[src/rtl/adder_arbiter_pkg.sv]
// Shared constants and helpers for the adder arbiter and its round-robin selector.
package adder_arbiter_pkg;

  localparam int MAX_REQ = 16;

  function automatic int id_width(input int n);
    return (n <= 1) ? 1 : $clog2(n);
  endfunction

  // Next round-robin index; stays inside 0..n-1 even when n is not a power of two.
  function automatic int rr_next(input int idx, input int n);
    return (idx + 1 >= n) ? 0 : idx + 1;
  endfunction

endpackage

[src/rtl/adder.sv]
// Existing combinational adder shared by the address-generation paths.
module adder #(
  parameter int WIDTH = 32
) (
  input  logic [WIDTH-1:0] a,
  input  logic [WIDTH-1:0] b,
  output logic [WIDTH-1:0] sum
);

  assign sum = a + b;

endmodule

[src/rtl/adder_arbiter_rr.sv]
// Combinational round-robin selector: first requester at or after ptr, wrapping.
module rr_arbiter
  import adder_arbiter_pkg::*;
#(
  parameter int NUM_REQ = 4,
  localparam int ID_W = id_width(NUM_REQ)
) (
  input  logic [NUM_REQ-1:0] req,
  input  logic [ID_W-1:0]    ptr,
  output logic [NUM_REQ-1:0] grant,
  output logic [ID_W-1:0]    winner,
  output logic               any_req
);

  always_comb begin
    grant   = '0;
    winner  = '0;
    any_req = 1'b0;
    // First pass covers ptr..NUM_REQ-1, second pass wraps to 0..ptr-1.
    for (int i = 0; i < NUM_REQ; i++) begin
      if (!any_req && req[i] && (ID_W'(i) >= ptr)) begin
        any_req  = 1'b1;
        winner   = ID_W'(i);
        grant[i] = 1'b1;
      end
    end
    for (int i = 0; i < NUM_REQ; i++) begin
      if (!any_req && req[i]) begin
        any_req  = 1'b1;
        winner   = ID_W'(i);
        grant[i] = 1'b1;
      end
    end
  end

endmodule

[src/rtl/adder_arbiter.sv]
// Shares one adder between NUM_REQ requesters with round-robin grant and a
// single registered, ID-tagged result stage.
module adder_arbiter
  import adder_arbiter_pkg::*;
#(
  parameter int WIDTH   = 32,
  parameter int NUM_REQ = 4,
  localparam int ID_W   = id_width(NUM_REQ)
) (
  input  logic                     clock,
  input  logic                     reset,
  input  logic [NUM_REQ-1:0]       req_valid,
  output logic [NUM_REQ-1:0]       req_ready,
  input  logic [NUM_REQ*WIDTH-1:0] req_operand_a,
  input  logic [NUM_REQ*WIDTH-1:0] req_operand_b,
  output logic                     resp_valid,
  input  logic                     resp_ready,
  output logic [WIDTH-1:0]         resp_result,
  output logic [ID_W-1:0]          resp_id
);

  logic [ID_W-1:0]    ptr;
  logic [ID_W-1:0]    winner;
  logic [ID_W-1:0]    ptr_next;
  logic [NUM_REQ-1:0] grant;
  logic               any_req;
  logic               accept;
  logic [WIDTH-1:0]   op_a;
  logic [WIDTH-1:0]   op_b;
  logic [WIDTH-1:0]   sum;

  rr_arbiter #(.NUM_REQ(NUM_REQ)) u_arb (
    .req     (req_valid),
    .ptr     (ptr),
    .grant   (grant),
    .winner  (winner),
    .any_req (any_req)
  );

  // AND-OR operand mux driven by the one-hot grant.
  always_comb begin
    op_a = '0;
    op_b = '0;
    for (int i = 0; i < NUM_REQ; i++) begin
      if (grant[i]) begin
        op_a = op_a | req_operand_a[i*WIDTH +: WIDTH];
        op_b = op_b | req_operand_b[i*WIDTH +: WIDTH];
      end
    end
  end

  adder #(.WIDTH(WIDTH)) u_add (
    .a   (op_a),
    .b   (op_b),
    .sum (sum)
  );

  assign accept    = ~resp_valid | resp_ready;
  assign req_ready = accept ? grant : '0;
  assign ptr_next  = ID_W'(rr_next(int'(winner), NUM_REQ));

  always_ff @(posedge clock or posedge reset) begin
    if (reset) begin
      ptr         <= '0;
      resp_valid  <= 1'b0;
      resp_result <= '0;
      resp_id     <= '0;
    end else if (accept) begin
      if (any_req) begin
        resp_valid  <= 1'b1;
        resp_result <= sum;
        resp_id     <= winner;
        ptr         <= ptr_next;
      end else begin
        resp_valid <= 1'b0;
      end
    end
  end

endmodule

[config.mk]
export PLATFORM = sky130hd
export DESIGN_NAME = adder_arbiter
export DESIGN_NICKNAME = d
export VERILOG_FILES = /design/src/rtl/adder_arbiter_pkg.sv /design/src/rtl/adder.sv /design/src/rtl/adder_arbiter_rr.sv /design/src/rtl/adder_arbiter.sv
export SDC_FILE = /design/constraint.sdc
export NUM_CORES = 1
export LEC_CHECK = 0
export CORE_AREA = 2 2 117 119
export CTS_BUF_LIST = sky130_fd_sc_hd__clkbuf_4 sky130_fd_sc_hd__clkbuf_8 sky130_fd_sc_hd__clkbuf_16
export DETAILED_ROUTE_END_ITERATION = 10
export DIE_AREA = 0 0 119 121
export GPL_ROUTABILITY_DRIVEN = 1
export PLACE_DENSITY = 0.88
export SKIP_LAST_GASP = 1
export SLEW_MARGIN = 20
export SYNTH_ARGS = -nofsm -noshare
export SYNTH_HDL_FRONTEND = slang
export SYNTH_HIERARCHICAL = 1
export SYNTH_SLANG_ARGS = --single-unit
[constraint.sdc]
create_clock -name clock -period 4.35 [get_ports clock]
set_clock_uncertainty 0.2 [all_clocks]
set_input_delay 0.87 -clock clock [delete_from_list [all_inputs] [get_ports clock]]
set_output_delay 0.87 -clock clock [all_outputs]
set_load 0.03 [all_outputs]
# After elaboration in Yosys (flattened, before gate mapping)
# Cells that the tools add are included.
# totals
output_inout_bits	39
latch_bits	0
ram_bits	0
mem_count	0
register_bits	37
romBits	0
wordCells	71
# op_classes
n_bitwise	8
div	0
eq_ne	0
shift	0
addsub	2
multipliers	0
muxes	33
reduce_logical	19
order_cmp	5
# op_table
operator	count
32-bit two-way mux	8
32-bit bitwise OR	6
32-bit adder	1
1-bit two-way mux	17
2-bit two-way mux	7
1-bit logical AND	11
1-bit zero test	7
1-bit by 2-bit >= comparator with 1-bit output (first input constant)	2
2-bit >= comparator (first input constant)	2
4-bit two-way mux	1
2-bit by 1-bit adder with 3-bit output (second input constant)	1
3-bit >= comparator (second input constant)	1
2-bit AND reduction	1
1-bit NOT	1
1-bit bitwise OR	1

# Depth between registers and ports, before layout
# depth
word_depth	30
ltp_mapped	18

# Modules after synthesis
# The synthesis kept the hierarchy.
# by_module_without_submodules
mod	cells_each	instances	area_per_inst_um2
adder_arbiter	306	1	2925.3
adder	241	1	1744.2
rr_arbiter	33	1	222.7

# Worst setup path before layout
# No wires, ideal clock.
# synth_timing
kind	in2reg
from	in req_valid[1]
to	reg resp_result[26]
path_stages	18
setup_slack_ns	-0.040
arrival_time_ns	4.065
path_cell_list	clkbuf_2 -> a2bb2oi_1 -> o22ai_1 -> and2_1 -> buf_2 -> buf_2 -> a22oi_1 -> nand2_1 -> ha_1 -> fa_1 -> a21o_1 -> a31o_2 -> nand3_1 -> o221ai_1 -> a311oi_1 -> o21bai_1 -> xor2_1 -> mux2_4
# synth_between
elab_cells_between_ends	46
# synth_lines
item	line	rtl
start, declared	adder_arbiter.sv:12	input logic [NUM_REQ-1:0] req_valid,
1-bit logical AND (*) (2 in a row)	adder_arbiter_rr.sv:21	if (!any_req && req[i] && (ID_W'(i) >= ptr)) begin
1-bit two-way mux (*)	adder_arbiter_rr.sv:21	
1-bit zero test	adder_arbiter_rr.sv:21	
1-bit logical AND (2 in a row)	adder_arbiter_rr.sv:21	
1-bit two-way mux (*)	adder_arbiter_rr.sv:21	
1-bit zero test	adder_arbiter_rr.sv:21	
1-bit logical AND (2 in a row)	adder_arbiter_rr.sv:21	
1-bit two-way mux (*)	adder_arbiter_rr.sv:21	
(+3 left out)	n/a	
named net grant[0]	adder_arbiter.sv:25	logic [NUM_REQ-1:0] grant;
(+2 left out)	n/a	
32-bit two-way mux (*)	adder_arbiter.sv:45	if (grant[i]) begin
32-bit bitwise OR	adder_arbiter.sv:46	op_a = op_a | req_operand_a[i*WIDTH +: WIDTH];
32-bit two-way mux (*)	adder_arbiter.sv:45	
32-bit bitwise OR	adder_arbiter.sv:46	
32-bit two-way mux (*)	adder_arbiter.sv:45	
named net op_a[0]	adder_arbiter.sv:28	logic [WIDTH-1:0] op_a;
32-bit adder (*)	adder.sv:10	assign sum = a + b;
named net sum[26]	adder_arbiter.sv:30	logic [WIDTH-1:0] sum;
end signal, assigned	adder_arbiter.sv:71	resp_result <= sum;
end, declared	adder_arbiter.sv:18	output logic [WIDTH-1:0] resp_result,
# Mark *: on every way through the listed nets, which the timed path passes. The rest lies on a longest branch.
# A chain may end at the register's enable or synchronous reset.

# Final worst setup path
# layout_timing
from	in req_valid[1]
to	reg resp_result[31]
# The elaborated chain is that of the path after synthesis.

==> metrics.txt <==
Starting Density=37.4%; Crit path required time=4310 ps; Routability Congestion=0.947; XOR/XNOR Fraction of Synth Area=5.01%; final-stage net count=1,256; vias in the first global route=6,671; Initial DRC Count=347; pin count of the biggest net entering global routing=42; Buf/Inv on CP=2; Ant. Diodes=0; Die Y=121 µm; All-Layer GR Usage=27.3%; H-Tree Depth=2; post-route DRC violation count=0; slew margin rel.=67.4%; CTS tree=done; switching pwr=2940 µW; Synth-to-Final Area Change=88.4%; vias per std cell=5.52; synthesized area per cell=8.43 µm²; Tmin final=4230 ps; clk_lat worst skew=270 ps; Synth area leaders=a22oi_1 (20%), dfrtp_1 (19%), mux2_4 (9.2%); complex-gate fraction of the synthesized area=35.8%; average wire per standard cell=17.8 µm; CTS buffer count=5; share of cells above drive strength 1=22.9%; Yosys top cell area share=19.6%; Max-Cap Viols=0; crit path max fanout=23; PortBufs=301; dpl ws=-741 ps; core box area=0.0131 mm²; Chip Width=119 µm; fin. max-slew vios=0; Final Cycle Share=97.2%; synthesized net count=876; FF+latch count, synth=37; Yosys cell types=63; Fin. Hold Viols=0; total leakage power=0.00408 µW; via count=6,281; # placed instances=1,127; family with the most delay on the worst path=compound AO/OA/AOI/OAI gates; most frequent cell after synthesis=a22oi_1; CTS sink count=37; largest stage delay on the critical path=340 ps; Worst EP arrival=4190 ps; dpl hpwl=16,700 µm; Async S/R FF share, synth=100%; Max VDD drop=294 µV; sequential-to-total area share from yosys stat=18.9%; final setup TNS=0 ps; hold_buf cts=0; Synth top cells by count=a22oi_1 (128), nand2_1 (85), dfrtp_1 (37); outcome=finished clean; pwr dens=718 mW/mm²; Post-Synth Simple-Gate Area=14.1%; I/O Pins=302; post-route worst setup slack=121 ps; clk buf depth=2; mux contribution to synthesized area=11.2%; Reg clk slew, reported paths=60 ps; clock root buffer=clkbuf_16; number of antenna violations at the first check in global routing=0; sequential power share=10.1%; main combinational cell family by area after synthesis=compound AO/OA/AOI/OAI gates; internal power=3680 µW; critical-path cell list=dlygate4sd2_1, a2bb2oi_2, o22ai_1, and2_2, buf_8, a22oi_1, nand2_1, ha_4, and3_4, o211ai_1, o21bai_4, a22oi_4, a311oi_4, o311a_1, or3_1, mux2_2; Post-synth top flop=dfrtp_1; final wirelength=20,300 µm; Mapped Area=0.00489 mm²; critical path type=in2reg; Yosys top cell by area=a22oi_1; sw frac=44.4%; overall power=6620 µW; Layout Cells excl Fill=1,137; Post-synth EDFFs=0; Rows=42; clock power share=6.5%; Yosys warning count=6; DR pass1 iterations=5; Die Area=0.0144 mm²; Critical Path End Type=flop; Setup violations, final=0; adder-cell share of the synthesized area=8.59%; CP startpoint kind=primary input; min-delay worst type=reg2reg; grt ovf=0; first-pass GRT wire length=32,200 µm; antenna-violating nets left=0; Synth Instances=580; Crit-path slowest cell=o311a_1; Worst-Margin Slew=490 ps; Gate power share=83.4%; unrepaired setup endpoints after global routing=true; final core occ=70.4%; max frequency=236 MHz
==> repair_timing <==
action	4_1_cts	5_1_grt
resized for setup	18	29
pin swaps	6	9
setup buffers	0	2
endpoints found under the hold margin	0	0
endpoints found under the setup margin	20	13
==> layer usage <==
| layer | up-vias | global-route usage [%] | routed length (µm) |
|---|---|---|---|
| met1 | 2954 | 31.5 | 7960 |
| li1 | 2989 | - | - |
| met3 | 48 | 3.67 | 1200 |
| met5 | - | 0 | 0 |
| met2 | 290 | 51.6 | 10500 |
| met4 | 0 | 9.23 | 588 |
==> flip-flops by register name (all words and copies together), names as in the netlist <==
signal,flops
resp_id,2
ptr,2
resp_result,32
resp_valid,1
==> worst register-to-register path, delay by kind of cell (launching register included) <==
kind                     cells  cell delay [ps]
XOR/XNOR                     1              150
multiplexers                 1              270
AO/OA/AOI/OAI                8             1740
flip-flops                   1              560
AND/OR/NAND/NOR              3              460
buffers and inverters        1              190
adder cells (fa/ha/maj)      1              310
==> logic make-up after synthesis <==
kind of cell / after synthesis
AOI/OAI and AO/OA: 239
and+or+nand+nor: 149
buffers and inverters: 55
muxes: 39
DFF: 37
adders and majority gates: 33
xor gates and xnor gates: 28
==> through the flow <==
step,hold slack (ps),instance area [µm²]
floorplan,306,4900
global placement,288,8820
detailed placement,297,8820
CTS,311,9070
global route,329,9220
finish,310,9220
==> worst paths after layout <==
| path | slack, ps | end | depth (start not counted) | from |
|---|---|---|---|---|
| max in group asynchronous | 2790 | resp_result[22] | 3 | reset |
| hold / removal | 310 | resp_result[4] | 1 | resp_result[4] |
| setup / recovery | 120 | resp_result[31] | 16 | req_valid[1] |
| setup reg to reg | 350 | resp_result[26] | 15 | ptr[1] |
| min in group asynchronous | 800 | resp_id[1] | 3 | reset |
| hold reg to reg | 310 | resp_result[4] | 1 | resp_result[4] |
==> placed cells by master, fill, tap and decap left out, types with 8 or more instances in the layout <==
| cell type | netlist | layout |
|---|---|---|
| a21o_1 | 20 | 20 |
| a21oi_1 | 32 | 26 |
| a22oi_1 | 128 | 119 |
| a22oi_2 | 0 | 9 |
| buf_12 | 3 | 8 |
| buf_4 | 2 | 113 |
| clkdlybuf4s50_1 | 0 | 294 |
| dfrtp_1 | 37 | 37 |
| ha_1 | 32 | 27 |
| mux2_4 | 30 | 30 |
| nand2_1 | 85 | 84 |
| nand3_1 | 10 | 8 |
| nand4_1 | 8 | 8 |
| nor2_1 | 16 | 16 |
| o21ai_0 | 14 | 13 |
| xnor2_1 | 13 | 13 |
| xor2_1 | 15 | 15 |
==> layout make-up <==
| class | instances | area (µm²) |
|---|---|---|
| repair buffers | 420 | 3990 |
| multi-input cells | 488 | 3870 |
| fillers | 972 | 3870 |
| flip-flops and latches | 37 | 926 |
| well taps | 176 | 220 |
| clock buffers | 6 | 139 |
| clock inverters | 2 | 37.5 |
| inverters | 8 | 30.0 |
==> power by group through the flow <==
stage | sequential [µW] | combinational (µW) | clock [µW]
6_report | 670 | 5520 | 432
4_1_cts | 667 | 5320 | 441
3_5_place_dp | 669 | 5230 | 0
3_3_place_gp | 660 | 5080 | 0
2_1_floorplan | 950 | 2810 | 0
5_1_grt | 697 | 5950 | 453
Power figures use the tool's default switching activity.
